$ cat src/rtl/sa_output_deskew_if.sv
// Result-bus and writeback-handshake bundle of the systolic-array output deskew collector.
// The slave modport is the collector's own view; master is the surrounding array/writeback side.
interface sa_output_deskew_if #(
  parameter int MATRIX_SIZE = 8,
  parameter int PSUM_BW     = 20,
  parameter int OUT_BW      = 16,
  parameter int FIFO_DEPTH  = 4
);
  logic                            in_valid;
  logic [MATRIX_SIZE*PSUM_BW-1:0]  RESULTS;
  logic                            out_ready;
  logic                            out_valid;
  logic [MATRIX_SIZE*OUT_BW-1:0]   DOUT;
  logic                            tile_done;
  logic                            overflow;
  logic [$clog2(FIFO_DEPTH):0]     fifo_count;

  modport master (
    output in_valid, RESULTS, out_ready,
    input  out_valid, DOUT, tile_done, overflow, fifo_count
  );

  modport slave (
    input  in_valid, RESULTS, out_ready,
    output out_valid, DOUT, tile_done, overflow, fifo_count
  );
endinterface

$ cat src/rtl/sa_output_deskew.sv
// Realigns the row-skewed partial sums leaving the systolic array into whole vectors,
// saturates them and queues them in a small FIFO drained by a valid/ready handshake.
module sa_output_deskew #(
  parameter int MATRIX_SIZE = 8,
  parameter int PSUM_BW     = 20,
  parameter int OUT_BW      = 16,
  parameter int FIFO_DEPTH  = 4
) (
  input  logic              clk,
  input  logic              rstn,
  sa_output_deskew_if.slave bus
);
  localparam int PTR_W  = $clog2(FIFO_DEPTH);
  localparam int CNT_W  = PTR_W + 1;
  localparam int TILE_W = (MATRIX_SIZE > 1) ? $clog2(MATRIX_SIZE) : 1;
  localparam int VEC_W  = MATRIX_SIZE * OUT_BW;

  logic signed [PSUM_BW-1:0] aligned [MATRIX_SIZE];
  logic [VEC_W-1:0]          sat_vec;
  logic [MATRIX_SIZE-2:0]    vld_q, vld_d;
  logic [VEC_W-1:0]          mem_q [FIFO_DEPTH];
  logic [VEC_W-1:0]          mem_d [FIFO_DEPTH];
  logic [PTR_W-1:0]          wr_ptr_q, wr_ptr_d, rd_ptr_q, rd_ptr_d;
  logic [CNT_W-1:0]          count_q, count_d;
  logic [TILE_W-1:0]         tile_cnt_q, tile_cnt_d;
  logic                      tile_done_q, tile_done_d;
  logic                      overflow_q, overflow_d;
  logic                      push, pop, full, accept, out_valid;

  // In range exactly when every bit from the output sign bit upward agrees.
  function automatic logic [OUT_BW-1:0] saturate(input logic signed [PSUM_BW-1:0] v);
    logic [PSUM_BW-OUT_BW:0] upper;
    upper = v[PSUM_BW-1:OUT_BW-1];
    if ((&upper) || (~|upper)) return v[OUT_BW-1:0];
    else if (v[PSUM_BW-1])     return {1'b1, {(OUT_BW-1){1'b0}}};
    else                       return {1'b0, {(OUT_BW-1){1'b1}}};
  endfunction

  for (genvar i = 0; i < MATRIX_SIZE; i++) begin : g_row
    localparam int DEPTH = MATRIX_SIZE - 1 - i;
    logic signed [PSUM_BW-1:0] lane_in;
    assign lane_in = bus.RESULTS[(MATRIX_SIZE-i-1)*PSUM_BW +: PSUM_BW];

    if (DEPTH == 0) begin : g_direct
      assign aligned[i] = lane_in;
    end else begin : g_delay
      logic signed [PSUM_BW-1:0] dly_q [DEPTH];
      logic signed [PSUM_BW-1:0] dly_d [DEPTH];

      always_comb begin
        dly_d[0] = lane_in;
        for (int k = 1; k < DEPTH; k++) dly_d[k] = dly_q[k-1];
      end

      always_ff @(posedge clk) begin
        dly_q <= dly_d;
      end

      assign aligned[i] = dly_q[DEPTH-1];
    end
  end

  always_comb begin
    sat_vec = '0;
    for (int i = 0; i < MATRIX_SIZE; i++)
      sat_vec[(MATRIX_SIZE-i-1)*OUT_BW +: OUT_BW] = saturate(aligned[i]);
  end

  always_comb begin
    vld_d    = vld_q;
    vld_d[0] = bus.in_valid;
    for (int k = 1; k < MATRIX_SIZE - 1; k++) vld_d[k] = vld_q[k-1];
  end

  // A full FIFO still accepts when it pops in the same cycle; otherwise the vector is dropped.
  always_comb begin
    out_valid   = (count_q != '0);
    pop         = out_valid && bus.out_ready;
    full        = (count_q == CNT_W'(FIFO_DEPTH));
    push        = vld_q[MATRIX_SIZE-2];
    accept      = push && (!full || pop);
    mem_d       = mem_q;
    wr_ptr_d    = wr_ptr_q;
    rd_ptr_d    = rd_ptr_q;
    tile_cnt_d  = tile_cnt_q;
    tile_done_d = 1'b0;
    if (accept) begin
      mem_d[wr_ptr_q] = sat_vec;
      wr_ptr_d        = wr_ptr_q + PTR_W'(1);
    end
    if (pop) begin
      rd_ptr_d = rd_ptr_q + PTR_W'(1);
      if (tile_cnt_q == TILE_W'(MATRIX_SIZE - 1)) begin
        tile_cnt_d  = '0;
        tile_done_d = 1'b1;
      end else begin
        tile_cnt_d = tile_cnt_q + TILE_W'(1);
      end
    end
    count_d    = count_q + CNT_W'(accept) - CNT_W'(pop);
    overflow_d = overflow_q | (push && full && !pop);
  end

  always_ff @(posedge clk) begin
    mem_q <= mem_d;
  end

  always_ff @(posedge clk or negedge rstn) begin
    if (!rstn) begin
      vld_q       <= '0;
      wr_ptr_q    <= '0;
      rd_ptr_q    <= '0;
      count_q     <= '0;
      tile_cnt_q  <= '0;
      tile_done_q <= 1'b0;
      overflow_q  <= 1'b0;
    end else begin
      vld_q       <= vld_d;
      wr_ptr_q    <= wr_ptr_d;
      rd_ptr_q    <= rd_ptr_d;
      count_q     <= count_d;
      tile_cnt_q  <= tile_cnt_d;
      tile_done_q <= tile_done_d;
      overflow_q  <= overflow_d;
    end
  end

  assign bus.out_valid  = out_valid;
  assign bus.DOUT       = out_valid ? mem_q[rd_ptr_q] : '0;
  assign bus.tile_done  = tile_done_q;
  assign bus.overflow   = overflow_q;
  assign bus.fifo_count = count_q;
endmodule

$ cat src/flat_wrapper.sv
// flat-port wrapper written by rule: the top's interface ports become plain ports
module sa_output_deskew_flat 
#(
  parameter int MATRIX_SIZE = 8,
  parameter int PSUM_BW     = 20,
  parameter int OUT_BW      = 16,
  parameter int FIFO_DEPTH  = 4
)
  (clk, rstn, bus_in_valid, bus_RESULTS, bus_out_ready, bus_out_valid, bus_DOUT, bus_tile_done, bus_overflow, bus_fifo_count);
  sa_output_deskew_if #(.MATRIX_SIZE(MATRIX_SIZE), .PSUM_BW(PSUM_BW), .OUT_BW(OUT_BW), .FIFO_DEPTH(FIFO_DEPTH)) bus_i ();
  input  logic clk;
  input  logic rstn;
  input wire logic [$bits(bus_i.in_valid)-1:0] bus_in_valid;
  input wire logic [$bits(bus_i.RESULTS)-1:0] bus_RESULTS;
  input wire logic [$bits(bus_i.out_ready)-1:0] bus_out_ready;
  output wire logic [$bits(bus_i.out_valid)-1:0] bus_out_valid;
  output wire logic [$bits(bus_i.DOUT)-1:0] bus_DOUT;
  output wire logic [$bits(bus_i.tile_done)-1:0] bus_tile_done;
  output wire logic [$bits(bus_i.overflow)-1:0] bus_overflow;
  output wire logic [$bits(bus_i.fifo_count)-1:0] bus_fifo_count;
  assign bus_i.in_valid = bus_in_valid;
  assign bus_i.RESULTS = bus_RESULTS;
  assign bus_i.out_ready = bus_out_ready;
  assign bus_out_valid = bus_i.out_valid;
  assign bus_DOUT = bus_i.DOUT;
  assign bus_tile_done = bus_i.tile_done;
  assign bus_overflow = bus_i.overflow;
  assign bus_fifo_count = bus_i.fifo_count;
  sa_output_deskew #(.MATRIX_SIZE(MATRIX_SIZE), .PSUM_BW(PSUM_BW), .OUT_BW(OUT_BW), .FIFO_DEPTH(FIFO_DEPTH)) u_core (.clk(clk), .rstn(rstn), .bus(bus_i));
endmodule
$ cat config.mk
export PLATFORM = sky130hd
export DESIGN_NAME = sa_output_deskew_flat
export DESIGN_NICKNAME = d
export VERILOG_FILES = /design/src/rtl/sa_output_deskew_if.sv /design/src/rtl/sa_output_deskew.sv /design/src/flat_wrapper.sv
export SDC_FILE = /design/constraint.sdc
export NUM_CORES = 1
export LEC_CHECK = 0
export ABC_AREA = 1
export CAP_MARGIN = 25
export CORE_ASPECT_RATIO = 0.5
export CORE_MARGIN = 2
export CORE_UTILIZATION = 51
export DETAILED_ROUTE_END_ITERATION = 8
export HOLD_SLACK_MARGIN = 0.12
export PLACE_DENSITY = 0.79
export SYNTH_ARGS = -nofsm -noshare
export SYNTH_HDL_FRONTEND = slang
export SYNTH_SLANG_ARGS = --single-unit
$ cat constraint.sdc
create_clock -name clk -period 6.3 [get_ports clk]
set_input_delay 1.26 -clock clk [delete_from_list [all_inputs] [get_ports clk]]
set_output_delay 1.26 -clock clk [all_outputs]
set_load 0.02 [all_outputs]
==> flow_summary_export.csv <==
group,metric,value,unit
outcome,outcome,"finished clean",
hold_path,holdCritPathClass,"flip-flop to flip-flop",
synthesis,yosysSeqAreaShare,78.3,%
layout,drive_gt1_share,5.48,%
grt,grt_pass1_vias,19800,
setup_path,max_fanout_on_critical_path,165,
synthesis,syn-instance-count,2856,
placed_design,place.port_buffers,297,
clocking,clockRootBuffer,"sky130_fd_sc_hd__clkbuf_16",
synthesis,ys_seq_elements,1091,
setup_path,critPathRequiredTime,5.04,ns
drt,wirelength,68200,um
sta,maxClockFrequency,0.188,GHz
synthesis,synth.area.mux_share,0,%
placed_design,placedCellCount,3941,
sta,fin_worst_skew,0.0260,ns
drt,wire_per_inst,16.6,um
die,pin_count,298,
drt,detailedRoute.firstPassIterationCount,6,
clocking,cts.sinks,1091,
die,die_width,372,um
sta,timing_hold_violations_final,0,
sta,totalNegativeSetupSlack,0,ns
grt,gr-usage-all-layers,19.2,%
synthesis,synth-compound-area-share,2.01,%
sta,rsz_0062_raised_after_global_routing,"no",
hold_path,min-delay-start,"u_core.g_row[2].g_delay.dly_d[18]",
synthesis,synth_adder_area_share,0.312,%
sta,final-max-slew-violation-count,0,
sta,worstMarginPinSlew,1.18,ns
sta,final_period_minus_worst_setup_slack,5.32,ns
drt,route.detailed.vias_per_inst,4.77,
clocking,tritoncts.num_buffers,90,
synthesis,synth_nets,3028,
grt,grt_max_degree,197,
setup_path,crit_path_end_kind,"primary output",
setup_path,worstReg2RegEnd,"u_core.mem_q[483]",
clocking,number_of_buffers_between_clock_root_and_the_deepest_sink,3,
power_and_ir_drop,cellLeakagePower,17.2,nW
hold_path,hold_depth,0,
clocking,htree_num_levels,3,
die,vert_die_dim,188,um
die,core-area,67000,um^2
placed_design,place.detailed.hpwl,38900,um
power_and_ir_drop,irDropWorstVdd,0.365,mV
grt,grt_antenna_before_repair,7,
clocking,post-cts-setup-buffer-count,0,
layout,instances_no_fill,4116,
synthesis,syn-mean-instance-area,12.1,um^2
synthesis,post_synth_instance_area,34500,um^2
synthesis,yosys.area_share.simple,13.7,%
layout,areaGrowthSynthToFinish,18.8,%
drt,via_count,19600,
sta,slew_headroom,21.3,%
setup_path,worst_reg2reg_path_depth,5,
drt,drcViolationCount,0,
grt,gr-total-overflow,0,
synthesis,synth_cell_type_count,25,
job,cap_viol_max_count,0,
placed_design,gp_congestion,0.818,
setup_path,crit-reg2reg-launch,"u_core.bus.fifo_count[1]",
clocking,hold_fix_buffers_cts,0,
sta,finalSetupViolCount,0,
sta,fin_crit_sh,84.5,%
synthesis,ys_dominant_reg_cell,"sky130_fd_sc_hd__dfxtp_1",
clocking,clk_pin_slew_worst_paths,0.07,ns
setup_path,timing.setup.critical_path_class,"flip-flop to primary output",
synthesis,synth-xor-area-share,0.101,%
die,placementRows,67,
power_and_ir_drop,power.density_cell_area,488,nW/um^2
layout,finalNetCount,3308,
synthesis,synth_edf_count,512,
setup_path,arrival,4.06,ns
hold_path,hold_end,"u_core.aligned[118]",
drt,drtAntennaViolNets,0,
clocking,clock_latency_late_sink,0.66,ns
synthesis,yosys_warnings,0,
die,fp.dieArea,70000,um^2
synthesis,synth-async-reset-ratio,1.74,%
clocking,cts_resized,0,
clocking,cts_tree,"yes",
synthesis,dominant_combinational_cell_family_by_area_after_synthesis,"simple AND/OR/NAND/NOR gates",
drt,dr.first_iter.drc_count,1427,
grt,wire_length_of_the_first_global_routing_pass,104000,um
setup_path,ff2ff_setup_slack,3.53,ns
setup_path,startpoint_type,"flip-flop",
die,initial_utilization,51.6,%
-- final cells by class --
type / instances / area (um^2)
Antenna cell: 7 / 17.5
Clock buffer: 120 / 2550
Clock inverter: 48 / 418
Fill cell: 4819 / 26000
Inverter: 282 / 1070
Multi-Input combinational cell: 1359 / 5610
Sequential cell: 1091 / 27100
Tap cell: 897 / 1120
Timing Repair Buffer: 312 / 3170
-- critical path, stage by stage, from the launching register on --
cell                              delay [ns]
sky130_fd_sc_hd__dfrtp_4                0.75
sky130_fd_sc_hd__inv_8                  0.74
sky130_fd_sc_hd__buf_4                  0.55
sky130_fd_sc_hd__nand2_1                0.13
sky130_fd_sc_hd__nand2_1                0.09
sky130_fd_sc_hd__nand2_1                0.05
sky130_fd_sc_hd__a21oi_1                0.25
sky130_fd_sc_hd__clkdlybuf4s50_1        0.66
-- per-stage QoR --
stage | cell area [um^2] | util [%] | setup slack, ns | hold WS, ns | power (mW)
detailed placement | 38000 | 56.8 | 1.74 | 0.312 | 14.6
global route | 41000 | 61.2 | 0.766 | 0.317 | 20.9
CTS | 41000 | 61.2 | 0.972 | 0.315 | 20.2
global placement | 38000 | 56.7 | 1.75 | 0.310 | 14.5
finish | 41000 | 61.2 | 0.976 | 0.307 | 20.0
floorplan | 34500 | - | -1.22 | 0.310 | 12.4
-- Yosys cell counts (7+ instances only) --
cell type / instances / area (um^2)
sky130_fd_sc_hd__nor2_1: 25 / 93.8
sky130_fd_sc_hd__buf_2: 66 / 330
sky130_fd_sc_hd__inv_1: 280 / 1050
sky130_fd_sc_hd__nand2_1: 1041 / 3910
sky130_fd_sc_hd__a21oi_1: 128 / 641
sky130_fd_sc_hd__ha_1: 7 / 87.6
sky130_fd_sc_hd__buf_6: 28 / 315
sky130_fd_sc_hd__nand3_1: 137 / 686
sky130_fd_sc_hd__dfrtp_1: 19 / 475
sky130_fd_sc_hd__dfxtp_1: 560 / 11200
sky130_fd_sc_hd__edfxtp_1: 512 / 15400
sky130_fd_sc_hd__clkbuf_1: 10 / 37.5
sky130_fd_sc_hd__buf_4: 19 / 143
-- sequential cells by signal, summed over array words and instances, names as in the netlist --
register	cells
u_core.g_row.g_delay.dly_q	20
u_core.bus.tile_done	1
u_core.aligned	120
u_core.g_row.g_delay.dly_d	420
u_core.vld_q	7
u_core.mem_q	512
u_core.tile_cnt_q	3
u_core.rd_ptr_q	2
u_core.bus.overflow	1
u_core.wr_ptr_q	2
u_core.bus.fifo_count	3
-- worst max-delay path by stage --
| stage | from | endpoint | cells past startpoint |
|---|---|---|---|
| detailed placement | u_core.rd_ptr_q[0] | bus_DOUT[13] | 7 |
| CTS | u_core.rd_ptr_q[0] | bus_DOUT[22] | 7 |
| floorplan | bus_out_ready | u_core.mem_q[0] | 4 |
| finish | u_core.rd_ptr_q[0] | bus_DOUT[22] | 7 |
| global placement | u_core.rd_ptr_q[0] | bus_DOUT[13] | 7 |
| global route | u_core.rd_ptr_q[0] | bus_DOUT[84] | 7 |
-- cell usage in the layout (no fill, tap or decap), drive strengths merged, types with 15 or more instances in the layout --
master,count
nand2,1043
a21oi,128
dfxtp,560
clkinv,28
clkdlybuf4s50,297
edfxtp,512
clkbuf,120
dfrtp,19
inv,295
buf,15
nand3,137
nor2,25
-- cells by family (layout without fill, tap and decap cells) --
| logic type | Yosys count | after routing |
|---|---|---|
| adder cells (fa/ha/maj) | 8 | 8 |
| XOR/XNOR | 4 | 4 |
| AO/OA/AOI/OAI | 136 | 136 |
| buffers and inverters | 406 | 762 |
| other | 0 | 7 |
| AND/OR/NAND/NOR | 1211 | 1211 |
| flip-flops | 1091 | 1091 |
-- report_power, final --
part	internal (mW)	switching [mW]
registers	8.32	0.356
logic	2.12	3.69
clock network	3.06	2.49
total	13.5	6.53
-- metal layers --
metal | wire length, um | GRT usage (%)
met2 | 36200 | 35.3
met1 | 25800 | 21.7
met4 | 2780 | 8.93
met3 | 3480 | 3.55
met5 | 0 | 0
No activity file was read; power rests on OpenSTA's default activity.
